`config.mk`:
```
export PLATFORM = sky130hd
export DESIGN_NAME = bus_arb_flat
export DESIGN_NICKNAME = d
export VERILOG_FILES = /design/src/rtl/bus_arb_if.sv /design/src/rtl/bus_arb.sv /design/src/flat_wrapper.sv
export SDC_FILE = /design/constraint.sdc
export NUM_CORES = 1
export LEC_CHECK = 0
export CORE_AREA = 4 4 129 131
export DETAILED_ROUTE_END_ITERATION = 12
export DIE_AREA = 0 0 133 135
export PLACE_DENSITY = 0.6
export SLEW_MARGIN = 20
export SYNTH_ARGS = -nofsm -noshare
export SYNTH_HDL_FRONTEND = slang
export SYNTH_SLANG_ARGS = --single-unit
```
`constraint.sdc`:
```
create_clock -name clk -period 1.59 [get_ports clk]
set_input_delay 0.2385 -clock clk [delete_from_list [all_inputs] [get_ports clk]]
set_output_delay 0.2385 -clock clk [all_outputs]
set_load 0.02 [all_outputs]
```
`src/rtl/bus_arb_if.sv`:
```
// Bus-arbiter signal bundle: requester handshake, per-master buses, default
// master (CPU) bus and the muxed slave-side bus.
interface bus_arb_if #(
  parameter int NM = 2,
  parameter int AW = 32
);
  logic [NM-1:0]    bus_req;
  logic [NM-1:0]    bus_lock;
  logic [NM-1:0]    bus_grant;
  logic [NM*AW-1:0] addr_m;
  logic [NM-1:0]    we_m;
  logic [NM*32-1:0] wd_m;
  logic [NM*2-1:0]  size_m;
  logic [AW-1:0]    addr_d;
  logic             we_d;
  logic [31:0]      wd_d;
  logic [1:0]       size_d;
  logic             stall_d;
  logic [AW-1:0]    addr_s;
  logic             we_s;
  logic [31:0]      wd_s;
  logic [1:0]       size_s;
  logic [31:0]      rd_s;
  logic [31:0]      rd_m;

  // Arbiter side: responds to the handshake and drives the slave bus.
  modport slave (
    input  bus_req, bus_lock, addr_m, we_m, wd_m, size_m,
           addr_d, we_d, wd_d, size_d, rd_s,
    output bus_grant, stall_d, addr_s, we_s, wd_s, size_s, rd_m
  );

  // Requester / CPU / slave-environment side.
  modport master (
    output bus_req, bus_lock, addr_m, we_m, wd_m, size_m,
           addr_d, we_d, wd_d, size_d, rd_s,
    input  bus_grant, stall_d, addr_s, we_s, wd_s, size_s, rd_m
  );
endinterface

```
`src/rtl/bus_arb.sv`:
```
// Round-robin bus arbiter with lock, plus master-to-slave bus multiplexer.
// The CPU owns the bus whenever no requesting master does.
module bus_arb #(
  parameter int NM = 2,
  parameter int AW = 32
) (
  input  logic     clk,
  input  logic     rstn,
  bus_arb_if.slave bus
);

  localparam int OW = (NM > 1) ? $clog2(NM) : 1;

  typedef enum logic {IDLE_s, OWN_s} state_t;

  state_t        state, state_nx;
  logic [OW-1:0] owner, owner_nx;
  logic [OW-1:0] last, last_nx;
  logic [NM-1:0] grant, grant_nx;
  logic          own_bus;

  // Nearest requester after 'from', wrapping; walking from far to near lets
  // the closest hit overwrite earlier ones.
  function automatic logic [OW-1:0] rr_pick(input logic [NM-1:0] req,
                                            input logic [OW-1:0] from);
    logic [OW-1:0] sel;
    int            c;
    sel = from;
    for (int i = NM; i >= 1; i--) begin
      c = (int'(from) + i) % NM;
      if (req[c]) sel = OW'(c);
    end
    return sel;
  endfunction

  // NOTE: sequential state uses non-blocking assignments so every register
  // samples the pre-edge values; blocking here would create ordering races.
  always_ff @(posedge clk) begin
    if (rstn) begin
      state <= IDLE_s;
      owner <= '0;
      last  <= OW'(NM - 1);
      grant <= '0;
    end else begin
      state <= state_nx;
      owner <= owner_nx;
      last  <= last_nx;
      grant <= grant_nx;
    end
  end

  // NOTE: every output of this block is defaulted first, so no path can leave
  // a signal unassigned and infer a latch.
  always_comb begin
    state_nx = state;
    owner_nx = owner;
    last_nx  = last;
    grant_nx = grant;
    unique case (state)
      IDLE_s: begin
        grant_nx = '0;
        if (|bus.bus_req) begin
          state_nx = OWN_s;
          owner_nx = rr_pick(bus.bus_req, last);
          last_nx  = owner_nx;
          grant_nx = NM'(1) << owner_nx;
        end
      end
      OWN_s: begin
        // Other masters are ignored here, even in the release cycle.
        if (!(bus.bus_req[owner] | bus.bus_lock[owner])) begin
          state_nx = IDLE_s;
          grant_nx = '0;
        end
      end
      default: state_nx = IDLE_s;
    endcase
  end

  // Held in reset, the CPU bus is routed regardless of the stale state.
  assign own_bus = (state == OWN_s) && !rstn;

  always_comb begin
    bus.addr_s = bus.addr_d;
    bus.we_s   = bus.we_d;
    bus.wd_s   = bus.wd_d;
    bus.size_s = bus.size_d;
    if (own_bus) begin
      bus.addr_s = bus.addr_m[int'(owner)*AW +: AW];
      bus.we_s   = bus.we_m[owner];
      bus.wd_s   = bus.wd_m[int'(owner)*32 +: 32];
      bus.size_s = bus.size_m[int'(owner)*2 +: 2];
    end
  end

  assign bus.bus_grant = grant;
  assign bus.stall_d   = own_bus;
  assign bus.rd_m      = bus.rd_s;

endmodule

```
`src/flat_wrapper.sv`:
```
// flat-port wrapper written by rule: the top's interface ports become plain ports
module bus_arb_flat 
#(
  parameter int NM = 2,
  parameter int AW = 32
)
  (clk, rstn, bus_bus_req, bus_bus_lock, bus_addr_m, bus_we_m, bus_wd_m, bus_size_m, bus_addr_d, bus_we_d, bus_wd_d, bus_size_d, bus_rd_s, bus_bus_grant, bus_stall_d, bus_addr_s, bus_we_s, bus_wd_s, bus_size_s, bus_rd_m);
  bus_arb_if #(.NM(NM), .AW(AW)) bus_i ();
  input  logic clk;
  input  logic rstn;
  input wire logic [$bits(bus_i.bus_req)-1:0] bus_bus_req;
  input wire logic [$bits(bus_i.bus_lock)-1:0] bus_bus_lock;
  input wire logic [$bits(bus_i.addr_m)-1:0] bus_addr_m;
  input wire logic [$bits(bus_i.we_m)-1:0] bus_we_m;
  input wire logic [$bits(bus_i.wd_m)-1:0] bus_wd_m;
  input wire logic [$bits(bus_i.size_m)-1:0] bus_size_m;
  input wire logic [$bits(bus_i.addr_d)-1:0] bus_addr_d;
  input wire logic [$bits(bus_i.we_d)-1:0] bus_we_d;
  input wire logic [$bits(bus_i.wd_d)-1:0] bus_wd_d;
  input wire logic [$bits(bus_i.size_d)-1:0] bus_size_d;
  input wire logic [$bits(bus_i.rd_s)-1:0] bus_rd_s;
  output wire logic [$bits(bus_i.bus_grant)-1:0] bus_bus_grant;
  output wire logic [$bits(bus_i.stall_d)-1:0] bus_stall_d;
  output wire logic [$bits(bus_i.addr_s)-1:0] bus_addr_s;
  output wire logic [$bits(bus_i.we_s)-1:0] bus_we_s;
  output wire logic [$bits(bus_i.wd_s)-1:0] bus_wd_s;
  output wire logic [$bits(bus_i.size_s)-1:0] bus_size_s;
  output wire logic [$bits(bus_i.rd_m)-1:0] bus_rd_m;
  assign bus_i.bus_req = bus_bus_req;
  assign bus_i.bus_lock = bus_bus_lock;
  assign bus_i.addr_m = bus_addr_m;
  assign bus_i.we_m = bus_we_m;
  assign bus_i.wd_m = bus_wd_m;
  assign bus_i.size_m = bus_size_m;
  assign bus_i.addr_d = bus_addr_d;
  assign bus_i.we_d = bus_we_d;
  assign bus_i.wd_d = bus_wd_d;
  assign bus_i.size_d = bus_size_d;
  assign bus_i.rd_s = bus_rd_s;
  assign bus_bus_grant = bus_i.bus_grant;
  assign bus_stall_d = bus_i.stall_d;
  assign bus_addr_s = bus_i.addr_s;
  assign bus_we_s = bus_i.we_s;
  assign bus_wd_s = bus_i.wd_s;
  assign bus_size_s = bus_i.size_s;
  assign bus_rd_m = bus_i.rd_m;
  bus_arb #(.NM(NM), .AW(AW)) u_core (.clk(clk), .rstn(rstn), .bus(bus_i));
endmodule
```
==> run summary <==
The last weighted congestion value of the routability-driven placer was 0.8829; the first-pass GRT wire length was 16.13 mm. The cell area power density is 444.3 nW/µm². After layout, the minimum clock period comes to 1.663 ns.

Sorting the synthesized cells by area gives the leading types as mux2i_1 (35%), o21ai_0 (15%), nand2_1 (14%). Final setup slack of the worst path: -0.07286 ns. The start point of the worst hold path was rstn. The total count of hold-check failures in the final report is 0. The worst flop-to-flop path startpoint is u_core.owner. The completed layout was analyzed and its total power is 2229 µW. At the pin with the least slew margin, the transition time is 0.4045 ns.

For the half-perimeter wire length after detailed placement, the log shows 8.479 mm. The number of inserted diodes was 0. The longest clock path from root to sink contains 2 buffers. The required time at the worst-slack endpoint came out at 1.35 ns. The relative contribution of sequential cells to total power is 0.067, and the instance area at placement is 4638 µm². Buffers inserted during clock tree synthesis total 3. At the placement stage, the worst setup path has a slack of -0.6170 ns. TritonCTS built the clock tree.

The logs give 0 for the number of max-slew violations in the final report and 0.190 for the part of the total power dissipated in the clock network. Summed over all cells, the static leakage comes to 0.002060 µW. The checks that failed: negative setup slack.

Among all flip-flop cells after synthesis, the most frequent one is dfxtp_1. The first routing iteration left 101 violations. The total overflow left after global routing is 0.

The number of buffers added on ports was 276; the combinational group share of total power was 0.742. The flow ran to the end, but the final reports show violations. The min-delay analysis places its worst path in the category in2reg. In this run the core area contains 46 standard-cell rows. The mean number of vias per cell is 4.033, and the top cell type's share of synthesized area is 0.3545.

The tree is rooted in a clkbuf_16. Before antenna repair, the detailed router went through 4 iterations. Layout cell share with drive strength beyond 1: 0.2249. During synthesis, Yosys emitted a total of 0 warnings. For the number of clock sinks seen by CTS, the log shows 5.

The async set-or-reset flop fraction in the synthesized netlist works out to 0. The height of the chip came out at 135 µm. In this run the critical register-to-register path is captured at u_core.bus.bus_grant[0]. Internal power comes to 1429 µW. The final count of negative-setup-slack endpoints was 41; the layout overhead on the synthesized area was 165.1%. The finished cells cover 5016 µm². The global-route usage over all layers is 0.1108, and the proportion of total power due to net switching is 0.3588. The routed layout has 3041 vias.

The part of the cycle the worst path needs was 1.046. Clock transition at the registers of the reported paths: 0.03 ns. The worst hold path terminates at u_core.owner. At the later pin of the worst-skew pair, clock insertion delay measures 0.23 ns.

The biggest area contributor in the post-synthesis netlist is mux2i_1. Post-synthesis sequential area ratio: 0.05291. Setup repair after global routing could not meet its margin everywhere. The detail route stage leaves a number of antenna-violating nets equal to 0.

The most common cell in the synthesized netlist is nand2_1. When the netlist entered floorplanning its net count stood at 518. In the synthesized netlist, the number of instances is 279. In this run, synthesis inferred 0 flip-flops with an integrated enable. The number of global-route vias before repair was 3050.

The floorplan step defined a core boundary enclosing 15600 µm². The max-cap check violation count came out at 0. The analysis attributes to net switching a power of 799.7 µW. Entering global routing, the biggest net connects 35 pins. The arrival time at the worst endpoint is 1.42 ns, and the depth of the most critical reg-to-reg path is 3. Sorting the synthesized cells by how often they occur yields nand2_1 (69), mux2i_1 (67), o21ai_0 (55). The average instance area after synthesis works out to 6.781 µm². Die outline width: 133 µm.

In this run, distinct cell masters in the synthesized netlist total 22. Number of antenna violations at the first check in global routing: 0. The worst slew margin relative to its limit is 0.7295, and the number of instances on the worst hold path is 3.

Summing every instance area after synthesis gives 1892 µm². The critical path in this run is classified as reg2out. The tools report the capturing element type of the critical path as a primary output. The largest driver fanout on the critical path was 17; the overall die area was 17960 µm². The flop-to-flop setup slack is 0.29 ns.

The sum of routed wire length over all layers was 12.45 mm; the net count reported at finish was 778. STA classifies the critical path startpoint as a flop. The worst ir drop on vdd was 0.3539 mV; the number of top-level pins was 341. Synthesis inferred 5 register bits. The maximum operating frequency is 601.4 MHz. Count of unresolved DRC violations after routing: 0. After detailed routing, the average wire length per cell comes to 16.51 µm. The setup clock skew after layout is 0.0005600 ns. The tools report the number of H-tree levels as 1. Initial standard-cell utilization of the core: 0.1213.
what timing repair did:
action,in CTS,in global routing
buffers inserted,3,9
setup endpoints to repair,68,64
hold buffers,0,0
gates cloned,5,7
resized for setup,298,139
pin swaps,1,2
logic make-up after synthesis:
kind of cell	after synthesis	synth area share
and+or+nand+nor	78	0.1687
AOI/OAI and AO/OA	73	0.2011
muxes	67	0.3545
buffers and inverters	56	0.2229
DFF	5	0.05291
layout make-up:
| class | count | area [µm²] |
|---|---|---|
| Inverter | 1 | 3.754 |
| Multi-Input combinational cell | 218 | 1441 |
| Tap cell | 216 | 270.3 |
| Fill cell | 1682 | 10580 |
| Clock buffer | 4 | 78.83 |
| Sequential cell | 5 | 105.1 |
| Timing Repair Buffer | 310 | 3117 |
worst max path at each step:
stage / startpoint / to / cells past startpoint
floorplan: u_core.owner / bus_wd_s[13] / 5
global placement: rstn / bus_addr_s[5] / 6
detailed placement: rstn / bus_addr_s[17] / 6
CTS: u_core.owner / bus_wd_s[30] / 4
global route: u_core.owner / bus_wd_s[15] / 5
finish: u_core.owner / bus_wd_s[0] / 5
per-layer routing:
metal | up-vias | part of all wire | GRT usage
met5 | - | 0 | 0
met4 | 0 | 0.010 | 0.02079
met3 | 15 | 0.084 | 0.03502
met2 | 180 | 0.49 | 0.2074
met1 | 1382 | 0.41 | 0.1237
li1 | 1464 | - | -
stage by stage:
stage | hold WS, ns | setup TNS, ns | instances | util
floorplan | 0.3076 | 0 | 279 | -
global placement | 0.4771 | -36.82 | 726 | 0.2974
detailed placement | 0.4771 | -38.18 | 726 | 0.2974
CTS | 0.4356 | -4.640 | 738 | 0.3055
global route | 0.4770 | -4.551 | 754 | 0.3216
finish | 0.4404 | -1.207 | 754 | 0.3216
power by group through the flow:
stage                     clock, µW  combinational, µW  sequential [µW]
after floorplan                   0                710              149
after global placement            0               1490              148
after detailed placement          0               1510              148
after CTS                       434               1520              148
after global routing            444               1750              151
final                           425               1650              149
state kept, by name, summed over array words and instances (netlist names):
register              flops
u_core.bus.bus_grant      2
u_core.last               1
u_core.owner              1
u_core.state              1
cells in the final DEF, fill, tap and decap left out, drive strengths merged:
| cell | count |
|---|---|
| a211oi | 1 |
| nor3 | 1 |
| o21ai | 67 |
| nand3b | 3 |
| mux2i | 67 |
| dfxtp | 5 |
| nand2 | 69 |
| o22ai | 1 |
| o32ai | 2 |
| clkbuf | 10 |
| a211o | 1 |
| nor3b | 1 |
| nand2b | 3 |
| inv | 1 |
| dlygate4sd2 | 2 |
| nor2b | 1 |
| a21oi | 1 |
| clkdlybuf4s50 | 207 |
| buf | 95 |
critical path, stage by stage, from the launching register on:
cell and delay, ns:
dfxtp_4 0.41, buf_16 0.19, mux2i_1 0.23, o21ai_1 0.07, buf_4 0.14, buf_6 0.12
Note: power is estimated with default switching activity, not from simulation.
